<file path="src/rtl/ramzor_monitor.sv">
// ramzor_monitor: watches a traffic-light controller's outputs and flags illegal combos,
// out-of-order phases and (with RAMZOR_MON_TIMING_EN) phases that run too short or too long.
`default_nettype none

module ramzor_monitor #(
  parameter int red_timer        = 48,
  parameter int red_yellow_timer = 18,
  parameter int green_timer      = 36,
  parameter int yellow_timer     = 18,
  parameter int tol              = 2
) (
  input  logic       clk,
  input  logic       reset,
  input  logic       tick,
  input  logic       redLight,
  input  logic       yellowLight,
  input  logic       greenLight,
  input  logic       clear_err,
  output logic       error,
  output logic [2:0] err_code,
  output logic [2:0] phase,
  output logic [7:0] measured,
  output logic [7:0] cycles
);

  typedef enum logic [2:0] {
    S_IDLE   = 3'd0,
    S_RED    = 3'd1,
    S_RY     = 3'd2,
    S_GREEN  = 3'd3,
    S_YELLOW = 3'd4,
    S_FAULT  = 3'd5
  } state_t;

  // Light vectors are {red, yellow, green}
  localparam logic [2:0] L_R  = 3'b100;
  localparam logic [2:0] L_RY = 3'b110;
  localparam logic [2:0] L_G  = 3'b001;
  localparam logic [2:0] L_Y  = 3'b010;

  localparam logic [2:0] C_NONE    = 3'd0;
  localparam logic [2:0] C_ILLEGAL = 3'd1;
  localparam logic [2:0] C_ORDER   = 3'd2;
  localparam logic [2:0] C_SHORT   = 3'd3;
  localparam logic [2:0] C_LONG    = 3'd4;

`ifdef RAMZOR_MON_TIMING_EN
  localparam bit TIMING_EN = 1'b1;
`else
  localparam bit TIMING_EN = 1'b0;
`endif

  state_t      state_q, state_d;
  logic [2:0]  lights_q;
  logic [7:0]  cnt_q, cnt_d;
  logic [7:0]  meas_q, meas_d;
  logic [7:0]  cyc_q, cyc_d;
  logic        err_q, err_d;
  logic [2:0]  code_q, code_d;

  logic [7:0]  cnt_inc;
  logic        dec_legal;
  state_t      dec_state;
  state_t      legal_next;
  int          exp_len;
  int          final_len;
  logic [2:0]  viol;

  always_comb begin
    dec_legal = 1'b1;
    dec_state = S_IDLE;
    case (lights_q)
      L_R:     dec_state = S_RED;
      L_RY:    dec_state = S_RY;
      L_G:     dec_state = S_GREEN;
      L_Y:     dec_state = S_YELLOW;
      default: dec_legal = 1'b0;
    endcase
  end

  always_comb begin
    legal_next = S_IDLE;
    exp_len    = 0;
    case (state_q)
      S_RED:    begin legal_next = S_RY;     exp_len = red_timer;        end
      S_RY:     begin legal_next = S_GREEN;  exp_len = red_yellow_timer; end
      S_GREEN:  begin legal_next = S_YELLOW; exp_len = green_timer;      end
      S_YELLOW: begin legal_next = S_RED;    exp_len = yellow_timer;     end
      default:  begin legal_next = S_IDLE;   exp_len = 0;                end
    endcase
  end

  // A tick landing on the phase-change edge belongs to the outgoing phase
  assign cnt_inc   = (tick && (cnt_q != 8'hFF)) ? cnt_q + 8'd1 : cnt_q;
  assign final_len = int'(cnt_inc);

  always_comb begin
    state_d = state_q;
    cnt_d   = cnt_q;
    meas_d  = meas_q;
    cyc_d   = cyc_q;
    err_d   = err_q;
    code_d  = code_q;
    viol    = C_NONE;

    case (state_q)
      S_IDLE, S_FAULT: begin
        if (lights_q == L_R) begin
          state_d = S_RED;
          cnt_d   = 8'd0;
        end
      end
      S_RED, S_RY, S_GREEN, S_YELLOW: begin
        if (!dec_legal) begin
          viol = C_ILLEGAL;
        end else if (dec_state == state_q) begin
          cnt_d = cnt_inc;
          if (TIMING_EN && (final_len > exp_len + tol))
            viol = C_LONG;
        end else if (dec_state == legal_next) begin
          state_d = dec_state;
          cnt_d   = 8'd0;
          meas_d  = cnt_inc;
          if (state_q == S_YELLOW)
            cyc_d = cyc_q + 8'd1;
          if (TIMING_EN && (final_len < exp_len - tol))
            viol = C_SHORT;
          else if (TIMING_EN && (final_len > exp_len + tol))
            viol = C_LONG;
        end else begin
          viol = C_ORDER;
        end
        if (viol != C_NONE) begin
          state_d = S_FAULT;
          cnt_d   = 8'd0;
          meas_d  = cnt_inc;
        end
      end
      default: begin
        state_d = S_IDLE;
        cnt_d   = 8'd0;
      end
    endcase

    // The first cause sticks; a violation coinciding with a clear wins over it
    if (viol != C_NONE) begin
      err_d  = 1'b1;
      code_d = (err_q && !clear_err) ? code_q : viol;
    end else if (clear_err) begin
      err_d  = 1'b0;
      code_d = C_NONE;
    end
  end

  always_ff @(posedge clk or posedge reset) begin
    if (reset) begin
      state_q  <= S_IDLE;
      lights_q <= 3'b000;
      cnt_q    <= 8'd0;
      meas_q   <= 8'd0;
      cyc_q    <= 8'd0;
      err_q    <= 1'b0;
      code_q   <= C_NONE;
    end else begin
      state_q  <= state_d;
      lights_q <= {redLight, yellowLight, greenLight};
      cnt_q    <= cnt_d;
      meas_q   <= meas_d;
      cyc_q    <= cyc_d;
      err_q    <= err_d;
      code_q   <= code_d;
    end
  end

  assign error    = err_q;
  assign err_code = code_q;
  assign phase    = state_q;
  assign measured = meas_q;
  assign cycles   = cyc_q;

endmodule

`default_nettype wire

</file>
<file path="config.mk">
export PLATFORM = sky130hd
export DESIGN_NAME = ramzor_monitor
export DESIGN_NICKNAME = d
export VERILOG_FILES = /design/src/rtl/ramzor_monitor.sv
export SDC_FILE = /design/constraint.sdc
export NUM_CORES = 1
export LEC_CHECK = 0
export ABC_AREA = 0
export BUFFER_PORTS_ARGS = -buffer_cell sky130_fd_sc_hd__buf_4
export CAP_MARGIN = 20
export CORE_AREA = 2 2 73 75
export CTS_CLUSTER_SIZE = 10
export DETAILED_ROUTE_END_ITERATION = 12
export DIE_AREA = 0 0 75 77
export GPL_TIMING_DRIVEN = 1
export PLACE_DENSITY = 0.69
export SKIP_LAST_GASP = 1
export SLEW_MARGIN = 20
export SYNTH_ARGS = -nofsm -noshare
export SYNTH_HDL_FRONTEND = slang
export SYNTH_SLANG_ARGS = --single-unit
</file>
<file path="constraint.sdc">
create_clock -name clk -period 3.3 [get_ports clk]
set_clock_uncertainty 0.2 [all_clocks]
set_input_delay 0.165 -clock clk [delete_from_list [all_inputs] [get_ports clk]]
set_output_delay 0.165 -clock clk [all_outputs]
set_load 0.05 [all_outputs]
</file>
== Word level (Yosys, flattened, before mapping) ==
Cells that the tools add are included.

* Bits in registers: 34
* Bits of input ports: 7
* Output and inout port bits: 23
* Word-level logic and storage cells: 76

* $add $sub $neg: 2
* Eq/ne operators: 19
* Muxes and demuxes: 30
* Bitwise operators: 1
* Reductions and logical operators: 17

{| class="wikitable"
|+ Operators by type and width
! operator !! number
|-
| $mux W8 || 10
|-
| $mux W3 || 10
|-
| $pmux W3 S4 || 2
|-
| $add A8 B1 Y8 const B || 2
|-
| $pmux W8 S2 || 1
|-
| $eq A3 B3 Y1 const B || 4
|-
| $eq A3 B2 Y1 const B || 3
|-
| $ne A3 B3 Y1 const B || 3
|-
| $ne A8 B8 Y1 const B || 1
|-
| $reduce_and A4 Y1 || 2
|-
| $reduce_or A4 Y1 || 2
|-
| $eq A3 B1 Y1 const B || 2
|-
| $eq A3 B3 Y1 || 2
|-
| $mux W2 || 3
|-
| $pmux W3 S2 || 1
|-
| $reduce_bool A2 Y1 || 3
|-
| $reduce_bool A3 Y1 || 2
|-
| $reduce_and A5 Y1 || 1
|-
| $ne A2 B2 Y1 const B || 2
|-
| $ne A4 B4 Y1 const B || 1
|-
| $logic_not A3 Y1 || 1
|-
| $mux W1 || 3
|-
| $reduce_and A3 Y1 || 1
|-
| $logic_and A1 B1 Y1 || 2
|-
| 5 further kinds || 5
|}

== Logic depth before layout (Yosys ltp) ==
Gate-level depths: netlist of run 1.

* Depth after elaboration: 11
* Depth in mapped cells: 6
* Depth with buffers taken out: 5

== Least setup slack after synthesis of run 1 ==
No wires, ideal clock.

* Kind: register to register
* Start: register state_q[0] (netlist: phase[0])
* End: register meas_q[0] (netlist: measured[0])
* Library setup time: 0.125 ns
* Arrival: 1.937 ns
* Required time: 2.975 ns
* Slack: 1.038 ns
* Cell stages (with the launch flop): 6
* Path buffers: 1
* Clock period less this slack: 2.262 ns
* Cell sequence: dfrtp_1 -> buf_2 -> nand3b_1 -> a211oi_2 -> nor3_4 -> mux2_4

* Cells in the longest elaborated chain, start to end: 10

{| class="wikitable"
|+ RTL lines
! what !! RTL line !! RTL
|-
| from (decl) || 53 || <nowiki>state_t state_q, state_d;</nowiki>
|-
| from (signal assigned) || 165 || <nowiki>state_q <= state_d;</nowiki>
|-
| $eq A3 B3 Y1, or another cell as far along || 84, 106 ||
|-
| $pmux W3 S4 || 84 || <nowiki>case (state_q)</nowiki>
|-
| $eq A3 B3 Y1 || 120 || <nowiki>end else if (dec_state == legal_next) begin</nowiki>
|-
| $mux W2 || 120 ||
|-
| $mux W2 || 116 || <nowiki>end else if (dec_state == state_q) begin</nowiki>
|-
| $mux W2 || 114 || <nowiki>if (!dec_legal) begin</nowiki>
|-
| $mux W3 || 106 || <nowiki>case (state_q)</nowiki>
|-
| $reduce_bool A3 Y1 || 133 || <nowiki>if (viol != C_NONE) begin</nowiki>
|-
| $ne A2 B1 Y1 (no source line) / $reduce_bool A2 Y1 (equally long branches) || -- ||
|-
| $reduce_and A4 Y1 (no source line) || -- ||
|-
| to (signal assigned) || 168 || <nowiki>meas_q <= meas_d;</nowiki>
|-
| to (decl) || 56 || <nowiki>logic [7:0] meas_q, meas_d;</nowiki>
|}

Parallel ways exist; a longest one is shown, timed or not. The select of a mux whose other input is x is not followed.
A chain may end at the register's enable or synchronous reset.

== Worst setup path in the final report of run 1 ==
* Start: register state_q[1] (netlist: phase[1])
* End: register meas_q[3] (netlist: measured[3])

Same word-level chain as after synthesis.

==> impl_metrics.ini, run 1 <==
[die]
pin_count = 30
rows = 26
start_util_pct = 39.22
die_w_um = 75
dieHeight_um = 77
die-area_sq_um = 5775
core_region_area_sq_um = 4977

[global_route]
grt_pass1_wl_mm = 6.713
antenna_found_initial = 0
grt_max_degree = 34
grt_pass1_vias = 1392
grt_overflow_total = 0
grtUsageTotal_pct = 15.17

[cells_and_area]
final_area_sq_um = 2357
final_nets = 232
n_fill_cell = 493
n_antenna_cell = 0
layout-drive-gt1-share_pct = 27.35
syn_to_final_growth_pct = 20.77

[yosys]
ys_seq_area_share_pct = 42.31
async_flop_share_pct = 100.0
synth_area_sq_um = 1952
synthFlopType = dfrtp_1
synth_edf_count = 0
syn_nets = 198
yosys_warnings = 0
synth-seq-cells = 33
syn_inst = 189
syn_avg_cell_area_sq_um = 10.33
synth_cell_types = 56

[timing]
min_period_ns = 2.351
post-route-period-util_pct = 71.24
tightestPinTransition_ns = 0.7228
tns_ns = 0
fmax_ghz = 0.4254
final_hold_viol_count = 0
rsz0062_at_grt = false
setup_viol = 0
slew_headroom_pct = 51.44
slew_violations = 0

[routing]
drtIter0Drc = 60
vias_per_cell = 5.113
vias = 1498
drc_errors = 0
wl_mm = 3.863
ant_nets = 0
wire_per_inst_um = 13.18
drtPass1Iterations = 4

[clocking]
numCtsBuffers = 5
tritoncts = yes
clkTransAtPathRegs_ns = 0.06
holdBufCountCts = 5
postCtsSetupBuffers = 0
clkSinkCount = 33
cts_htree_levels = 2
cts_resized = 0
clock_path_buffers = 2
cts_root_buffer = clkbuf_8
clkLatencyLatePin_ns = 0.29

[pwr]
swShare_pct = 35.11
switchingPower_mw = 0.4017
clockPowerShare_pct = 26.8
power.internal_mw = 0.7423
p_comb_share_pct = 29.2
power.density_nw_per_um2 = 485.3
irDropWorstVdd_v = 0.0003025
power_mw = 1.144
seq_power_share_pct = 44.0
p_leak_nw = 1.020

[worst_setup_path]
crit_type = reg2reg
worstSetupStartpointType = flip-flop
end_kind = flip-flop
cp.arrival_ns = 2.32
crit_required_ns = 3.27
cp_max_fo = 18

[placement]
gp_congestion = 0.8349
portBuffers = 28
dp_hpwl_mm = 2.702
dpl_cell_area_sq_um = 2221

[job]
drv_cap = 0

[run_status]
status = completed

[min_path]
hold_path_class = in2reg
-- path summary, 6_finish.rpt --
check                                            from                      end  slack (ns)  cells past startpoint
worst max-delay path             phase[1]$_DFFE_PP0P_  measured[3]$_DFFE_PP0P_        0.95                      5
worst min-delay path                             tick     cnt_q[2]$_DFFE_PP0P_        0.09                      5
worst max register to register   phase[1]$_DFFE_PP0P_  measured[3]$_DFFE_PP0P_        0.95                      5
worst min register to register  cycles[7]$_DFFE_PP0P_    cycles[7]$_DFFE_PP0P_        0.28                      1
max in group asynchronous                       reset    cycles[6]$_DFFE_PP0P_        2.28                      4
min in group asynchronous                       reset  measured[5]$_DFFE_PP0P_        0.33                      4
-- worst max-delay path, cell delays in order, from the launching register on --
cell	delay [ns]
dfrtp_1	0.65
or3b_1	0.20
a211oi_2	0.06
buf_4	0.22
nor3_4	0.55
mux2_4	0.35
-- per-stage QoR --
step | std cells | setup WS, ns | hold slack (ns) | util, %
floorplan | 189 | 1.038 | -0.003570 | -
global placement | 281 | 1.005 | 0.07554 | 44.62
detailed placement | 281 | 0.9763 | 0.07559 | 44.62
CTS | 293 | 0.9458 | 0.08202 | 47.36
global route | 293 | 0.8543 | 0.1140 | 47.36
finish | 293 | 0.9492 | 0.09084 | 47.36
-- power by group through the flow --
stage	combinational, mW	sequential, mW	clock, mW
4_1_cts	0.339	0.504	0.318
3_3_place_gp	0.330	0.511	0
2_1_floorplan	0.142	0.609	0
3_5_place_dp	0.334	0.511	0
6_report	0.334	0.504	0.306
5_1_grt	0.357	0.513	0.336
-- kinds of logic after synthesis --
family	Yosys count	share of synthesized area, %
flip-flops	33	42.31
XOR/XNOR	14	6.282
other	1	0.1921
multiplexers	10	7.308
buffers and inverters	17	4.167
adder cells (fa/ha/maj)	2	1.282
AND/OR/NAND/NOR	69	21.35
AO/OA/AOI/OAI	43	17.12
-- metal layers --
metal	up-vias	track usage (%)	part of all wire (%)	wire, um
li1	759	-	-	-
met1	704	21.70	49	1885
met2	30	21.14	45	1736
met3	5	4.336	4.4	170
met4	0	6.429	1.8	70
met5	-	0	0	0
-- Yosys cell counts (3+ instances only) --
cell type | count | area [sq um]
a21oi_1 | 6 | 30.03
buf_4 | 4 | 30.03
clkbuf_1 | 3 | 11.26
dfrtp_1 | 33 | 825.8
inv_1 | 8 | 30.03
mux2_4 | 8 | 120.1
nand2_1 | 12 | 45.04
nand2b_1 | 5 | 31.28
nand3_1 | 6 | 30.03
nand4_1 | 8 | 50.05
nor2_1 | 11 | 41.29
nor3_1 | 3 | 15.01
o211ai_1 | 3 | 22.52
o21ai_0 | 7 | 35.03
o21ai_1 | 7 | 35.03
or3_1 | 3 | 18.77
xnor2_1 | 10 | 87.58
xor2_1 | 4 | 35.03
-- cell usage in the layout, fill, tap and decap left out, types with 2 or more instances in the layout --
| cell type | synthesis | final |
|---|---|---|
| o221ai_2 | 2 | 2 |
| or3b_1 | 2 | 2 |
| dlygate4sd3_1 | 0 | 5 |
| inv_1 | 8 | 8 |
| ha_1 | 2 | 2 |
| xor2_1 | 4 | 4 |
| a211oi_1 | 2 | 2 |
| clkbuf_8 | 0 | 6 |
| nand2_1 | 12 | 12 |
| or3_1 | 3 | 3 |
| o21bai_1 | 2 | 2 |
| dfrtp_1 | 33 | 33 |
| nand4_1 | 8 | 8 |
| nor2_1 | 11 | 11 |
| mux2_2 | 2 | 2 |
| and4_1 | 2 | 2 |
| nor3_1 | 3 | 3 |
| o211ai_1 | 3 | 3 |
| o21ai_1 | 7 | 7 |
| buf_4 | 4 | 31 |
| o21ai_0 | 7 | 7 |
| or4bb_1 | 2 | 2 |
| nand3_1 | 6 | 6 |
| mux2_4 | 8 | 8 |
| a22oi_2 | 2 | 2 |
| xnor2_1 | 10 | 10 |
| a21oi_1 | 6 | 6 |
| nand2b_1 | 5 | 5 |
-- sequential cells by signal, summed over array words and instances, names as in the netlist --
signal,cells
cycles,8
lights_q,3
error,1
measured,8
phase,3
cnt_q,8
err_code,2
-- area by class of cell --
class	instances	area, sq um	area share [%]
multi-input cells	139	1045	44.32
inverters	8	30.03	1.274
clock buffers	7	86.33	3.662
well taps	70	87.58	3.716
flip-flops and latches	33	825.8	35.03
repair buffers	36	282.8	12.00
(Power assumes the default switching activity.)
==> run 2: changes to the inputs <==
- PLACE_DENSITY: 0.69 -> 0.71
- clock period: 3.3 -> 2 ns (I/O delays scaled with it)
==> impl_metrics.ini, run 2 (synthesized netlist as in run 1, its figures left out) <==
[worst_setup_path]
rrSetupSlack_ns = 0.03
reg2regPathDepth = 5
r2r-start = lights_q[1]$_DFF_PP0_
cp.arrival_ns = 1.95
cp_max_fo = 6
crit_required_ns = 1.98
crit_type = reg2reg
critPathLaunch = lights_q[1]$_DFF_PP0_
worstSetupStartpointType = flip-flop
end_kind = flip-flop
reg2reg_to = measured[2]$_DFFE_PP0P_

[die]
core_region_area_sq_um = 4977
dieHeight_um = 77
rows = 26
start_util_pct = 39.22
die_w_um = 75
pin_count = 30
die-area_sq_um = 5775

[clocking]
tritoncts = yes
clkTransAtPathRegs_ns = 0.07
cts_root_buffer = clkbuf_8
clock_path_buffers = 2
cts_htree_levels = 2
clkLatencyLatePin_ns = 0.29
clkSinkCount = 33
numCtsBuffers = 5

[cells_and_area]
syn_to_final_growth_pct = 33.91
n_antenna_cell = 0
final_nets = 256
n_fill_cell = 447
utilization_pct = 52.51
layout-drive-gt1-share_pct = 38.31
layout_commonest_cell = buf_4
final_cell_mix = buf_4, dfrtp_1, nand2_1, nor2_1, xnor2_1

[timing]
setup_viol = 0
final_hold_viol_count = 0
min_period_ns = 1.972
slew_violations = 0
post-route-period-util_pct = 98.62
tightestPinTransition_ns = 0.5815
fmax_ghz = 0.5070
slew_headroom_pct = 61.19
rsz0062_at_grt = true
tns_ns = 0

[min_path]
holdPathEnd = cnt_q[2]$_DFFE_PP0P_
worstHoldStart = tick
hold_path_class = in2reg
whs_path_depth = 5

[routing]
vias_per_cell = 5.101
wire_per_inst_um = 12.56
ant_nets = 0
drtPass1Iterations = 4
wl_mm = 3.994
vias = 1622
drc_errors = 0
drtIter0Drc = 153

[placement]
dp_hpwl_mm = 2.950
portBuffers = 28
gp_congestion = 0.8683

[pwr]
irDropWorstVdd_v = 0.0003572
power.density_nw_per_um2 = 769.9
power_mw = 2.012
p_leak_nw = 1.161

[global_route]
grt_pass1_wl_mm = 7.107
grt_overflow_total = 0
grt_pass1_vias = 1537
antenna_found_initial = 0
grt_max_degree = 20
grtUsageTotal_pct = 15.79

[job]
drv_cap = 0

[run_status]
status = completed
==> run 2: worst max-delay path by stage <==
stage | to | slack [ns] | cells past startpoint
finish | measured[2]$_DFFE_PP0P_ | 0.03 | 5
global route | measured[4]$_DFFE_PP0P_ | -0.03 | 5
CTS | measured[2]$_DFFE_PP0P_ | 0.007 | 5
detailed placement | measured[2]$_DFFE_PP0P_ | -0.03 | 5
global placement | measured[7]$_DFFE_PP0P_ | -0.007 | 5
floorplan | measured[0]$_DFFE_PP0P_ | -0.03 | 4
==> run 2: final cells by class <==
| type | instances | area [sq um] | area share [%] |
|---|---|---|---|
| Multi-Input combinational cell | 139 | 1077 | 41.22 |
| Sequential cell | 33 | 830.8 | 31.79 |
| Timing Repair Buffer | 60 | 486.7 | 18.62 |
| Clock buffer | 7 | 96.34 | 3.686 |
| Tap cell | 70 | 87.58 | 3.351 |
| Inverter | 8 | 30.03 | 1.149 |
| Clock inverter | 1 | 5.005 | 0.1915 |
==> run 2: worst max-delay path: stages, from the launching register on <==
cell     delay (ns)
dfrtp_2        0.44
or3b_4         0.40
o32ai_4        0.30
nor3_4         0.08
buf_6          0.15
mux2_4         0.29
==> run 2: what timing repair did <==
action                                  4_1_cts  5_1_grt
endpoints found under the setup margin       10       15
resized for setup                             0        8
setup buffers                                 1        0
pin swaps                                     1        0
gates cloned                                  0        0
endpoints found under the hold margin        20        0
hold buffers                                  5        0
==> run 2: power by group <==
part	switching, mW	internal (mW)	leakage, nW
Combinational	0.376	0.265	0.673
Clock	0.251	0.311	0.0542
Sequential	0.0684	0.741	0.434
Total	0.695	1.32	1.16
==> run 2: metal layers <==
metal / track usage, % / part of all wire [%] / up-vias
li1: - / - / 801
met1: 21.71 / 46 / 775
met2: 23.68 / 48 / 36
met3: 5.125 / 3.9 / 10
met4: 4.286 / 1.9 / 0
met5: 0 / 0 / -
==> run 2: stage by stage <==
step / setup WS [ns] / hold slack (ns) / cells / cell area, sq um
after floorplan: -0.03298 / -0.06857 / 189 / 1973
after global placement: -0.007399 / 0.003923 / 304 / 2421
after detailed placement: -0.03218 / 0.002825 / 304 / 2421
after CTS: 0.006861 / 0.03606 / 318 / 2580
after global routing: -0.02503 / 0.08850 / 318 / 2614
final: 0.02753 / 0.03636 / 318 / 2614
==> run 3: changes to the inputs <==
- MAX_ROUTING_LAYER: unset -> met4
==> impl_metrics.ini, run 3 (synthesized netlist as in run 1, its figures left out) <==
[global_route]
antenna_found_initial = 0
grt_overflow_total = 0
grt_max_degree = 20
grt_pass1_wl_mm = 7.113
grt_pass1_vias = 1540
grtUsageTotal_pct = 16.19

[timing]
slew_headroom_pct = 61.17
setup_viol = 0
slew_violations = 0
rsz0062_at_grt = true
tightestPinTransition_ns = 0.5818
min_period_ns = 1.972
post-route-period-util_pct = 98.60
fin_ws_ns = 0.02810
fin_hold_ws_ns = 0.04097
final_hold_viol_count = 0
fmax_ghz = 0.5071

[die]
core_region_area_sq_um = 4977
die-area_sq_um = 5775
pin_count = 30
rows = 26
start_util_pct = 39.22
dieHeight_um = 77
die_w_um = 75

[pwr]
switchingPower_mw = 0.6894
power_mw = 2.007
seq_power_share_pct = 40.4
irDropWorstVdd_v = 0.0003571
p_leak_nw = 1.161
swShare_pct = 34.35
power.density_nw_per_um2 = 767.8
p_comb_share_pct = 31.9
clockPowerShare_pct = 27.7
power.internal_mw = 1.317

[placement]
dp_slack_ns = -0.03218
portBuffers = 28
gp_congestion = 0.8824
dpl_cell_area_sq_um = 2421
dp_hpwl_mm = 2.950

[routing]
ant_nets = 0
drtPass1Iterations = 4
wl_mm = 3.981
vias = 1622
wire_per_inst_um = 12.52
drtIter0Drc = 127
drc_errors = 0
vias_per_cell = 5.101

[clocking]
clkTransAtPathRegs_ns = 0.07
clock_path_buffers = 2
numCtsBuffers = 5
clkLatencyLatePin_ns = 0.28
cts_htree_levels = 2
clkSinkCount = 33
cts_root_buffer = clkbuf_8
tritoncts = yes

[worst_setup_path]
crit_required_ns = 1.97
worstSetupStartpointType = flip-flop
cp.arrival_ns = 1.94
end_kind = flip-flop
crit_type = reg2reg
cp_max_fo = 6

[run_status]
status = completed

[cells_and_area]
final_nets = 256
n_fill_cell = 447
final_cell_mix = buf_4, dfrtp_1, nand2_1, nor2_1, xnor2_1
final_area_sq_um = 2614
layout-drive-gt1-share_pct = 38.31
n_antenna_cell = 0
syn_to_final_growth_pct = 33.91
layout_commonest_cell = buf_4

[min_path]
hold_path_class = in2reg

[job]
drv_cap = 0
## run 3: cell type report
cell class | instances | area (sq um) | area share [%]
inverters | 8 | 30.03 | 1.149
clock buffers | 7 | 96.34 | 3.686
well taps | 70 | 87.58 | 3.351
clock inverters | 1 | 5.005 | 0.1915
flip-flops and latches | 33 | 830.8 | 31.79
multi-input cells | 139 | 1077 | 41.22
repair buffers | 60 | 486.7 | 18.62
## run 3: power by group through the flow
| stage | Combinational [mW] | Clock, mW | Sequential (mW) |
|---|---|---|---|
| after global routing | 0.688 | 0.607 | 0.824 |
| after CTS | 0.638 | 0.575 | 0.810 |
| after detailed placement | 0.629 | 0 | 0.822 |
| final | 0.641 | 0.556 | 0.810 |
| after global placement | 0.622 | 0 | 0.821 |
| after floorplan | 0.240 | 0 | 1.01 |
## run 3: per-layer routing
layer  routed length (um)  share of wire, %  vias to the layer above  track usage (%)
met5                    0                 0                        -                -
met4                   55               1.4                        0            4.286
met3                  134               3.4                        8            4.993
met2                 1928                48                       33            23.77
met1                 1862                47                      778            21.63
li1                     -                 -                      803                -
## run 3: path summary, 6_finish.rpt
path | cells after the start | start | slack [ns] | to
max in group asynchronous | 4 | reset | 0.86 | measured[7]$_DFFE_PP0P_
hold / removal | 5 | tick | 0.04 | cnt_q[2]$_DFFE_PP0P_
setup / recovery | 5 | lights_q[1]$_DFF_PP0_ | 0.03 | measured[2]$_DFFE_PP0P_
hold reg to reg | 1 | cycles[7]$_DFFE_PP0P_ | 0.28 | cycles[7]$_DFFE_PP0P_
min in group asynchronous | 3 | reset | 0.24 | lights_q[2]$_DFF_PP0_
setup reg to reg | 5 | lights_q[1]$_DFF_PP0_ | 0.03 | measured[2]$_DFFE_PP0P_
## run 3: what timing repair did
item                                    in CTS  in global routing
setup buffers                                1                  0
hold buffers                                 5                  0
endpoints found under the setup margin      10                 15
pin swaps                                    1                  0
endpoints found under the hold margin       20                  0
gates resized for setup                      0                  8
gates cloned                                 0                  0
## run 3: worst max-delay path, stage by stage (launching register included)
cell	delay (ns)
dfrtp_2	0.44
or3b_4	0.40
o32ai_4	0.30
nor3_4	0.08
buf_6	0.15
mux2_4	0.29
## run 3: per-stage QoR
stage / util, % / setup TNS, ns / std cells
after floorplan: - / -0.2951 / 189
after global placement: 48.64 / -0.04207 / 304
after detailed placement: 48.64 / -0.1686 / 304
after CTS: 51.84 / 0 / 318
after global routing: 52.51 / -0.1524 / 318
final: 52.51 / 0 / 318
